**src/rtl/trainer_pkg.sv**
```systemverilog
// Shared types and helpers for the trainer sequencer.
//   state_t : sequencer states (idle, per-sample handshake steps, done)
//   sat_sub : signed a - b, saturated to an r-bit two's complement range
package trainer_pkg;

  typedef enum logic [2:0] {
    IDLE,
    ARG,
    RES,
    ERR,
    PRP,
    CHK,
    DONE
  } state_t;

  // Operands arrive sign-extended to 33 bits (r <= 31), so the subtraction
  // itself can never overflow; only the clamp to r bits matters.
  function automatic logic [32:0] sat_sub(input logic [32:0] a,
                                          input logic [32:0] b,
                                          input int unsigned r);
    logic signed [32:0] diff;
    logic signed [32:0] hi;
    logic signed [32:0] lo;
    diff = $signed(a) - $signed(b);
    hi   = (33'sd1 <<< (r - 1)) - 33'sd1;
    lo   = -(33'sd1 <<< (r - 1));
    if (diff > hi) begin
      sat_sub = hi;
    end else if (diff < lo) begin
      sat_sub = lo;
    end else begin
      sat_sub = diff;
    end
  endfunction

endpackage

```
**src/rtl/trainer_memory.sv**
```systemverilog
// Sample table: DEPTH x DW register file.
//   clock           : write clock
//   wr_en/wr_addr/wr_data : synchronous write port
//   rd_addr/rd_data : combinational read port
// Contents are deliberately not reset; validity is tracked by the owner.
module trainer_memory
  import trainer_pkg::*;
#(
  parameter int DEPTH = 4,
  parameter int DW    = 32,
  parameter int AW    = 2
) (
  input  logic          clock,
  input  logic          wr_en,
  input  logic [AW-1:0] wr_addr,
  input  logic [DW-1:0] wr_data,
  input  logic [AW-1:0] rd_addr,
  output logic [DW-1:0] rd_data
);

  logic [DW-1:0] mem_q [DEPTH];

  always_ff @(posedge clock) begin
    if (wr_en) begin
      mem_q[wr_addr] <= wr_data;
    end
  end

  assign rd_data = mem_q[rd_addr];

endmodule

```
**src/rtl/trainer.sv**
```systemverilog
// Training/evaluation sequencer for one product neuron.
//   clock, reset           : clock, asynchronous active-high reset
//   load_*                 : host writes (argument, target) samples into the table
//   start/busy/done        : run control; fail_count valid from done
//   train                  : 1 during training passes
//   argument_* (out)       : sample arguments to the product
//   result_*   (in)        : product result
//   error_*    (out)       : saturated target - result, training passes only
//   propagate_* (in)       : drained and discarded
// Every output is a flop; the next-state logic runs in one always_comb.
module trainer
  import trainer_pkg::*;
#(
  parameter int N       = 2,
  parameter int W       = 8,
  parameter int R       = 16,
  parameter int SAMPLES = 4,
  parameter int EPOCHS  = 25,
  parameter int TOL     = 5
) (
  input  logic                             clock,
  input  logic                             reset,
  input  logic                             load_valid,
  output logic                             load_ready,
  input  logic [N*W-1:0]                   load_argument,
  input  logic [R-1:0]                     load_target,
  input  logic                             start,
  output logic                             busy,
  output logic                             done,
  output logic [$clog2(SAMPLES+1)-1:0]     fail_count,
  output logic                             train,
  output logic                             argument_valid,
  input  logic                             argument_ready,
  output logic [N*W-1:0]                   argument_data,
  input  logic                             result_valid,
  output logic                             result_ready,
  input  logic [R-1:0]                     result_data,
  output logic                             error_valid,
  input  logic                             error_ready,
  output logic [R-1:0]                     error_data,
  input  logic                             propagate_valid,
  output logic                             propagate_ready,
  input  logic [N*R-1:0]                   propagate_data
);

  localparam int CW = $clog2(SAMPLES + 1);
  localparam int AW = (SAMPLES > 1) ? $clog2(SAMPLES) : 1;
  localparam int EW = (EPOCHS > 1) ? $clog2(EPOCHS) : 1;
  localparam int DW = N * W + R;

  localparam logic [CW-1:0] CNT_ONE    = 1;
  localparam logic [CW-1:0] CNT_FULL   = CW'(SAMPLES);
  localparam logic [EW-1:0] EPOCH_ONE  = 1;
  localparam logic [EW-1:0] EPOCH_LAST = EW'(EPOCHS - 1);
  localparam logic [R-1:0]  R_MAX      = {1'b0, {(R-1){1'b1}}};
  localparam logic [R-1:0]  R_MIN      = {1'b1, {(R-1){1'b0}}};
  localparam logic [R-1:0]  TOL_R      = R'(TOL);

  state_t        state_q, state_d;
  logic [CW-1:0] count_q, count_d;
  logic [CW-1:0] idx_q, idx_d;
  logic [EW-1:0] epoch_q, epoch_d;
  logic [CW-1:0] fail_q, fail_d;
  logic [R-1:0]  err_q, err_d;
  logic          load_ready_q, load_ready_d;
  logic          busy_q, busy_d;
  logic          done_q, done_d;
  logic          train_q, train_d;
  logic          arg_valid_q, arg_valid_d;
  logic          res_ready_q, res_ready_d;
  logic          err_valid_q, err_valid_d;
  logic          prp_ready_q, prp_ready_d;

  logic          load_xfer;
  logic [CW-1:0] count_after;
  logic [DW-1:0] entry;
  logic [R-1:0]  entry_target;
  logic [32:0]   sat_full;
  logic [R-1:0]  err_new;
  logic [R-1:0]  err_mag;
  logic          advance;
  logic          unused_bits;

  assign load_xfer   = load_valid && load_ready_q;
  assign count_after = load_xfer ? count_q + CNT_ONE : count_q;

  trainer_memory #(
    .DEPTH (SAMPLES),
    .DW    (DW),
    .AW    (AW)
  ) u_memory (
    .clock   (clock),
    .wr_en   (load_xfer),
    .wr_addr (count_q[AW-1:0]),
    .wr_data ({load_argument, load_target}),
    .rd_addr (idx_q[AW-1:0]),
    .rd_data (entry)
  );

  assign entry_target = entry[R-1:0];

  assign sat_full = sat_sub({{(33-R){entry_target[R-1]}}, entry_target},
                            {{(33-R){result_data[R-1]}}, result_data},
                            R);
  assign err_new  = sat_full[R-1:0];

  // Most negative error has no positive twin; treat it as the largest magnitude.
  always_comb begin
    if (err_q == R_MIN) begin
      err_mag = R_MAX;
    end else if (err_q[R-1]) begin
      err_mag = -err_q;
    end else begin
      err_mag = err_q;
    end
  end

  always_comb begin
    state_d      = state_q;
    count_d      = count_after;
    idx_d        = idx_q;
    epoch_d      = epoch_q;
    fail_d       = fail_q;
    err_d        = err_q;
    load_ready_d = load_ready_q;
    busy_d       = busy_q;
    done_d       = 1'b0;
    train_d      = train_q;
    arg_valid_d  = arg_valid_q;
    res_ready_d  = res_ready_q;
    err_valid_d  = err_valid_q;
    prp_ready_d  = prp_ready_q;
    advance      = 1'b0;

    case (state_q)
      IDLE: begin
        load_ready_d = (count_after != CNT_FULL);
        // A load in the same cycle as start is already counted in count_after.
        if (start) begin
          fail_d       = '0;
          busy_d       = 1'b1;
          load_ready_d = 1'b0;
          idx_d        = '0;
          epoch_d      = '0;
          if (count_after == '0) begin
            state_d = DONE;
            done_d  = 1'b1;
          end else begin
            state_d     = ARG;
            train_d     = 1'b1;
            arg_valid_d = 1'b1;
          end
        end
      end
      ARG: begin
        if (argument_ready) begin
          arg_valid_d = 1'b0;
          res_ready_d = 1'b1;
          state_d     = RES;
        end
      end
      RES: begin
        if (result_valid) begin
          res_ready_d = 1'b0;
          err_d       = err_new;
          if (train_q) begin
            err_valid_d = 1'b1;
            state_d     = ERR;
          end else begin
            state_d = CHK;
          end
        end
      end
      ERR: begin
        if (error_ready) begin
          err_valid_d = 1'b0;
          prp_ready_d = 1'b1;
          state_d     = PRP;
        end
      end
      PRP: begin
        if (propagate_valid) begin
          prp_ready_d = 1'b0;
          advance     = 1'b1;
        end
      end
      CHK: begin
        if (err_mag >= TOL_R) begin
          fail_d = fail_q + CNT_ONE;
        end
        advance = 1'b1;
      end
      DONE: begin
        busy_d       = 1'b0;
        state_d      = IDLE;
        load_ready_d = (count_q != CNT_FULL);
      end
      default: begin
        state_d = IDLE;
      end
    endcase

    // End of a sample: next sample, next epoch, switch to the evaluation
    // pass (train drops together with the new argument_valid), or finish.
    if (advance) begin
      if (idx_q + CNT_ONE != count_q) begin
        idx_d       = idx_q + CNT_ONE;
        state_d     = ARG;
        arg_valid_d = 1'b1;
      end else if (train_q) begin
        idx_d       = '0;
        state_d     = ARG;
        arg_valid_d = 1'b1;
        if (epoch_q == EPOCH_LAST) begin
          train_d = 1'b0;
        end else begin
          epoch_d = epoch_q + EPOCH_ONE;
        end
      end else begin
        state_d = DONE;
        done_d  = 1'b1;
      end
    end
  end

  always_ff @(posedge clock or posedge reset) begin
    if (reset) begin
      state_q      <= IDLE;
      count_q      <= '0;
      idx_q        <= '0;
      epoch_q      <= '0;
      fail_q       <= '0;
      err_q        <= '0;
      load_ready_q <= 1'b1;
      busy_q       <= 1'b0;
      done_q       <= 1'b0;
      train_q      <= 1'b0;
      arg_valid_q  <= 1'b0;
      res_ready_q  <= 1'b0;
      err_valid_q  <= 1'b0;
      prp_ready_q  <= 1'b0;
    end else begin
      state_q      <= state_d;
      count_q      <= count_d;
      idx_q        <= idx_d;
      epoch_q      <= epoch_d;
      fail_q       <= fail_d;
      err_q        <= err_d;
      load_ready_q <= load_ready_d;
      busy_q       <= busy_d;
      done_q       <= done_d;
      train_q      <= train_d;
      arg_valid_q  <= arg_valid_d;
      res_ready_q  <= res_ready_d;
      err_valid_q  <= err_valid_d;
      prp_ready_q  <= prp_ready_d;
    end
  end

  assign load_ready      = load_ready_q;
  assign busy            = busy_q;
  assign done            = done_q;
  assign fail_count      = fail_q;
  assign train           = train_q;
  assign argument_valid  = arg_valid_q;
  assign argument_data   = entry[DW-1:R];
  assign result_ready    = res_ready_q;
  assign error_valid     = err_valid_q;
  assign error_data      = err_q;
  assign propagate_ready = prp_ready_q;

  // Propagate payload is discarded; upper saturation bits are redundant.
  assign unused_bits = ^{propagate_data, sat_full[32:R]};

endmodule

```
**config.mk**
```make
export PLATFORM = sky130hd
export DESIGN_NAME = trainer
export DESIGN_NICKNAME = d
export VERILOG_FILES = /design/src/rtl/trainer_pkg.sv /design/src/rtl/trainer_memory.sv /design/src/rtl/trainer.sv
export SDC_FILE = /design/constraint.sdc
export NUM_CORES = 1
export LEC_CHECK = 0
export CAP_MARGIN = 10
export CORE_ASPECT_RATIO = 1.25
export CORE_UTILIZATION = 48
export CTS_CLUSTER_SIZE = 20
export DETAILED_ROUTE_END_ITERATION = 10
export GPL_TIMING_DRIVEN = 0
export PLACE_DENSITY = 0.81
export SKIP_CTS_REPAIR_TIMING = 1
export SYNTH_ARGS = -nofsm -noshare
export SYNTH_HDL_FRONTEND = slang
export SYNTH_SLANG_ARGS = --single-unit
```
**constraint.sdc**
```tcl
create_clock -name clock -period 3.5 [get_ports clock]
set_input_delay 0.525 -clock clock [delete_from_list [all_inputs] [get_ports clock]]
set_output_delay 0.525 -clock clock [all_outputs]
set_load 0.05 [all_outputs]
```
== Word level (Yosys, flattened, before mapping) ==
Memory sizes are Yosys's and may differ from the RTL's.
Cells that the tools add are included.
Widths: inputs -> output; s select.
Word-level totals
  register bits after elaboration: 41
  RAM bits: 128
  input bits: 88
  output and inout port bits: 43
  logic and storage cells: 130
  memories: 1
Memories
  u_memory.mem_q: depth 4, bits a word 32, read ports 1, clocked after Yosys merged registers in 0, write ports 1, line trainer_memory.sv:21  | logic [DW-1:0] mem_q [DEPTH];
Cells by class
  add/sub/neg operators: 6
  magnitude comparators: 3
  eq/ne operators: 23
  mux-type cells: 67
  reductions and logical operators: 16
Operator list (count)
  $mux 16: 4
  $mux 3: 17
  $mux 1: 31
  $mux 5: 6
  $ne 3x3->1 const B: 6
  $gt 17x16->1 const B: 1
  $lt 17x16->1 const B: 1
  $sub 16x16->17: 1
  $eq 16x16->1 const B: 1
  $ge 16x3->1 const B: 1
  $neg 16->16: 1
  $pmux 3 s5: 1
  $ne 2x2->1 const B: 7
  $pmux 1 s2: 7
  $reduce_bool 2->1: 5
  $add 3x1->3 const B: 3
  $eq 3x3->1 const B: 3
  $reduce_and 3->1: 3
  $eq 3x2->1 const B: 2
  $logic_not 3->1: 2
  $pmux 3 s2: 1
  $add 5x1->5 const B: 1
  $eq 5x5->1 const B: 1
  $reduce_and 5->1: 1
  other kinds (7): 8

== Longest topological paths before layout ==
  depth in word-level cells: 10
  depth in mapped cells: 15

== By module ==
Synthesis repeated with hierarchy kept, for this count alone.
Unflattened totals
  cells, all modules: 565
  area total of the unflattened synthesis: 7933.9 µm²
Modules (own cells, without submodules)
  trainer_memory: times used 1, cells each 171, area each 4689.5 µm², sequential area each 3843.7 µm²
  trainer: times used 1, cells each 394, area each 3244.4 µm², sequential area each 1027.2 µm²

== Least setup slack after synthesis ==
Ideal clock, no wire load.
  path type: reg-to-reg
  start point: register idx_q[0]
  end point: register err_q[4], in the netlist error_data[4]
  library setup time: 0.096 ns
  arrival: 3.785 ns
  data required time: 3.404 ns
  path slack: -0.380 ns
  cell stages (with the launch flop): 13
  path buffers: 3
  cells stage by stage: dfrtp_1 clkbuf_1 buf_1 mux4_2 ha_1 or3_1 o221a_2 nor2_1 o21ai_0 a311oi_1 clkbuf_1 nor2_1 o31ai_1
On the way
  cells in the longest elaborated chain, start to end: 5
  elaborated cells between the ends (all ways): 6
  those cells by class: add/sub (1); order compare (2); mux (2); memory (1)
Ends and longest elaborated chain
  start, declared: line trainer.sv:61  | logic [CW-1:0] idx_q, idx_d;
  start signal, assigned: line trainer.sv:245  | idx_q <= idx_d;
  $mem_v2 4x32 (*)
  $sub 16x16->17 (*): line trainer_pkg.sv:24  | diff = $signed(a) - $signed(b);
  $lt 17x16->1: line trainer_pkg.sv:29  | end else if (diff < lo) begin
  $mux 16: line trainer_pkg.sv:29
  $mux 16 (*): line trainer_pkg.sv:27  | if (diff > hi) begin
  end signal, assigned: line trainer.sv:248  | err_q <= err_d;
  end, declared: line trainer.sv:64  | logic [R-1:0] err_q, err_d;
Every way passes the cells marked *; elsewhere a longest branch is shown, timed or not.
A chain may end at the register's enable or synchronous reset.

== Worst setup path after layout ==
  start point: register idx_q[0]
  end point: register err_q[7], in the netlist error_data[7]
The elaborated chain is that of the path after synthesis.

==> results.md <==
* H-tree levels at 4
* Vias in the first global route at 5,413
* Num CTS Buffers at 17
* Placement Rows at 51
* VDD IR-drop max at 508.7 µV
* Nets@finish at 820
* Sum of buffers and inverters on the critical path at 3
* Top-area cell type share of the netlist area at 48.89%
* Final ANT Viol Nets at 0
* Wire per inst at 18.48 µm
* DP Area at 9120 µm²
* Worst reg-to-reg path cell count at 12
* Clock Latency Late Sink at 420 ps
* Post-Synthesis Cells at 577
* Final Core Density at 63.16%
* Design Area, Final at 9996 µm²
* CTS tree: built
* EDFF count, synth at 128
* Cell mode on critical path: buf_6
* Initial Utilization at 49.68%
* # clock sinks at 169
* Pwr/cell area at 933.3 nW/µm²
* Die H at 145.1 µm
* CP max stage delay at 580 ps
* Final min period at 3512 ps
* Top Ports at 131
* Syn_area_per_cell at 13.63 µm²
* Dpl ws at -646.8 ps
* Ys Warns at 0
* Largest net degree at the start of global routing at 42
* Syn_nets at 691
* Number of buffers inserted by port buffering at 98
* Max Transition Viols Final at 0
* Antenna Diode Count at 0
* Critical path data arrival time at 3830 ps
* Type of origin of the critical path: register
* Slew headroom at 39.54%
* Crit path depth at 12
* Async SR Flop Fraction at 24.26%
* Crit-path leading delay family: compound AO/OA/AOI/OAI gates
* Reg clk slew, reported paths at 70 ps
* Synth top cells by count: edfxtp_1, nand2_1, dfrtp_1, o21ai_0, a21oi_1
* Setup_tns at -11.75 ps
* Vias per inst at 5.613
* Hold depth at 1
* Setup WS post-layout at -11.75 ps
* Hold Violations, Final at 0
* # Max-Cap Violations at 0
* Crit Path Class: reg -> reg
* WL final at 17,200 µm
* Pleak at 3.653 nW
* Crit-path max FO at 10
* Initial antenna violation count at 0
* Outcome: finished with violations
* Clk root buf: clkbuf_16
* GRT Util Overall at 21.15%
* Synthesis-to-layout area growth at 27.13%
* CP max stage cell: mux4_2
* Cell variety after synth at 61
* Mapped Area at 7863 µm²
* DRC Markers at 0
* Largest area contributor in the netlist: edfxtp_1
* Final HPWL DP at 11,230 µm
* Core Region at 15,830 µm²
* Via Count at 5,226
* Post-synthesis sequential area ratio at 61.95%
* Clock Tree Buf Depth at 2
* Critical path data required time at 3820 ps
* Clk_skew at 10.34 ps
* Layout cells sized above 1 at 16.55%
* Hold Path Class: reg -> reg
* RSZ-0062 raised after global routing: yes
* Worst-path cell chain: buf_6 -> buf_8 -> mux4_2 -> ha_4 -> nand3_1 -> o211ai_1 -> nor2_2 -> a221o_1 -> a311oi_4 -> buf_6 -> a21oi_1 -> o31ai_1
* FMAX at 284.8 MHz
* Failing checks: negative setup slack
* Synth area leaders: edfxtp_1, dfrtp_1, mux4_2
* Setup crit end kind: register
* Measured slew at the worst slew-check pin at 906.8 ps
* First-pass GRT wire length at 27,110 µm
* Final setup viols at 1
* Ys flop type: edfxtp_1
* 1st-iter DRT viols at 331
* Die Width at 116.5 µm
* Drt first pass iters at 4
* Gr ovfl total at 0
* Count leader, synth: edfxtp_1
* Die area at 16,900 µm²
* Tcrit/Tclk final at 100.3%
* GP Congestion at 0.8829
* Yosys reg bits at 169
==> where the power goes <==
part / total (mW) / internal (mW) / switching [mW]
registers: 2.81 / 2.53 / 0.279
clock network: 1.91 / 1.09 / 0.823
logic: 4.61 / 1.88 / 2.73
total: 9.33 / 5.49 / 3.83
==> logic make-up (layout without fill, tap and decap cells) <==
| group | after synthesis | in the layout | synth area share (%) |
|---|---|---|---|
| compound gates | 132 | 132 | 10.50 |
| xor+xnor | 21 | 21 | 2.339 |
| fa+ha+maj | 26 | 26 | 4.233 |
| buf+inv | 55 | 197 | 2.642 |
| flops | 169 | 169 | 61.95 |
| mux | 39 | 39 | 10.09 |
| simple gates | 135 | 135 | 8.244 |
==> state kept, by name (all words and copies together), names as in the netlist, 3 cells and up <==
| signal | count |
|---|---|
| fail_count | 3 |
| count_q | 3 |
| idx_q | 3 |
| u_memory.mem_q | 128 |
| state_q | 3 |
| epoch_q | 5 |
| error_data | 16 |
==> metrics by stage <==
stage,total power [mW],cells,hold WS [ps]
final,9.329,931,486.5
after global routing,9.852,931,518.6
after CTS,8.894,919,486.1
after detailed placement,6.953,887,473.2
after global placement,6.820,887,462.6
after floorplan,5.818,577,445.1
==> cells in the final DEF, fill, tap and decap left out, types with 6 or more instances in the layout <==
cell type and instances:
xor2_1 8, buf_4 12, mux4_2 32, o31ai_1 10
o21ai_0 30, nor2_1 32, ha_1 21, nand3_1 14
xnor2_1 13, dfrtp_1 40, clkbuf_16 17, clkbuf_1 9
o21ai_1 9, a21oi_1 35, edfxtp_1 128, nand2_1 44
buf_6 6, clkdlybuf4s50_1 98, inv_1 33, nor3_1 10
==> area by class of cell <==
class / count / area, µm²
clock buffer: 18 / 429.2
buffer: 18 / 130.1
inverter: 36 / 135.1
sequential: 169 / 4871
tap: 212 / 265.3
clock inverter: 14 / 176.4
multi-input combinational: 353 / 2913
fill: 1168 / 5829
timing repair buffer: 111 / 1076
==> worst paths after layout <==
| path | startpoint | end | slack, ps |
|---|---|---|---|
| worst max-delay path | idx_q[0] | error_data[7] | -10 |
| worst min-delay path | epoch_q[4] | epoch_q[4] | 490 |
| worst max register to register | idx_q[0] | error_data[7] | -10 |
| worst min register to register | epoch_q[4] | epoch_q[4] | 490 |
| max in group asynchronous | reset | error_data[8] | 2380 |
| min in group asynchronous | reset | train | 600 |
==> worst register-to-register path: stages, from the launching register on <==
cell      delay, ps
dfrtp_1         370
buf_6           160
buf_8           180
mux4_2          590
ha_4            310
nand3_1          80
o211ai_1        450
nor2_2          120
a221o_1         360
a311oi_4        290
buf_6           190
a21oi_1          90
o31ai_1         250
==> per-layer routing <==
| layer | GRT usage (%) | share of wire, % | vias to the layer above |
|---|---|---|---|
| li1 | - | - | 2472 |
| met1 | 24.85 | 40 | 2584 |
| met5 | 0 | 0 | - |
| met3 | 5.597 | 4.8 | 35 |
| met4 | 8.141 | 2.6 | 0 |
| met2 | 36.33 | 53 | 135 |
No activity file was read; power rests on OpenSTA's default activity.
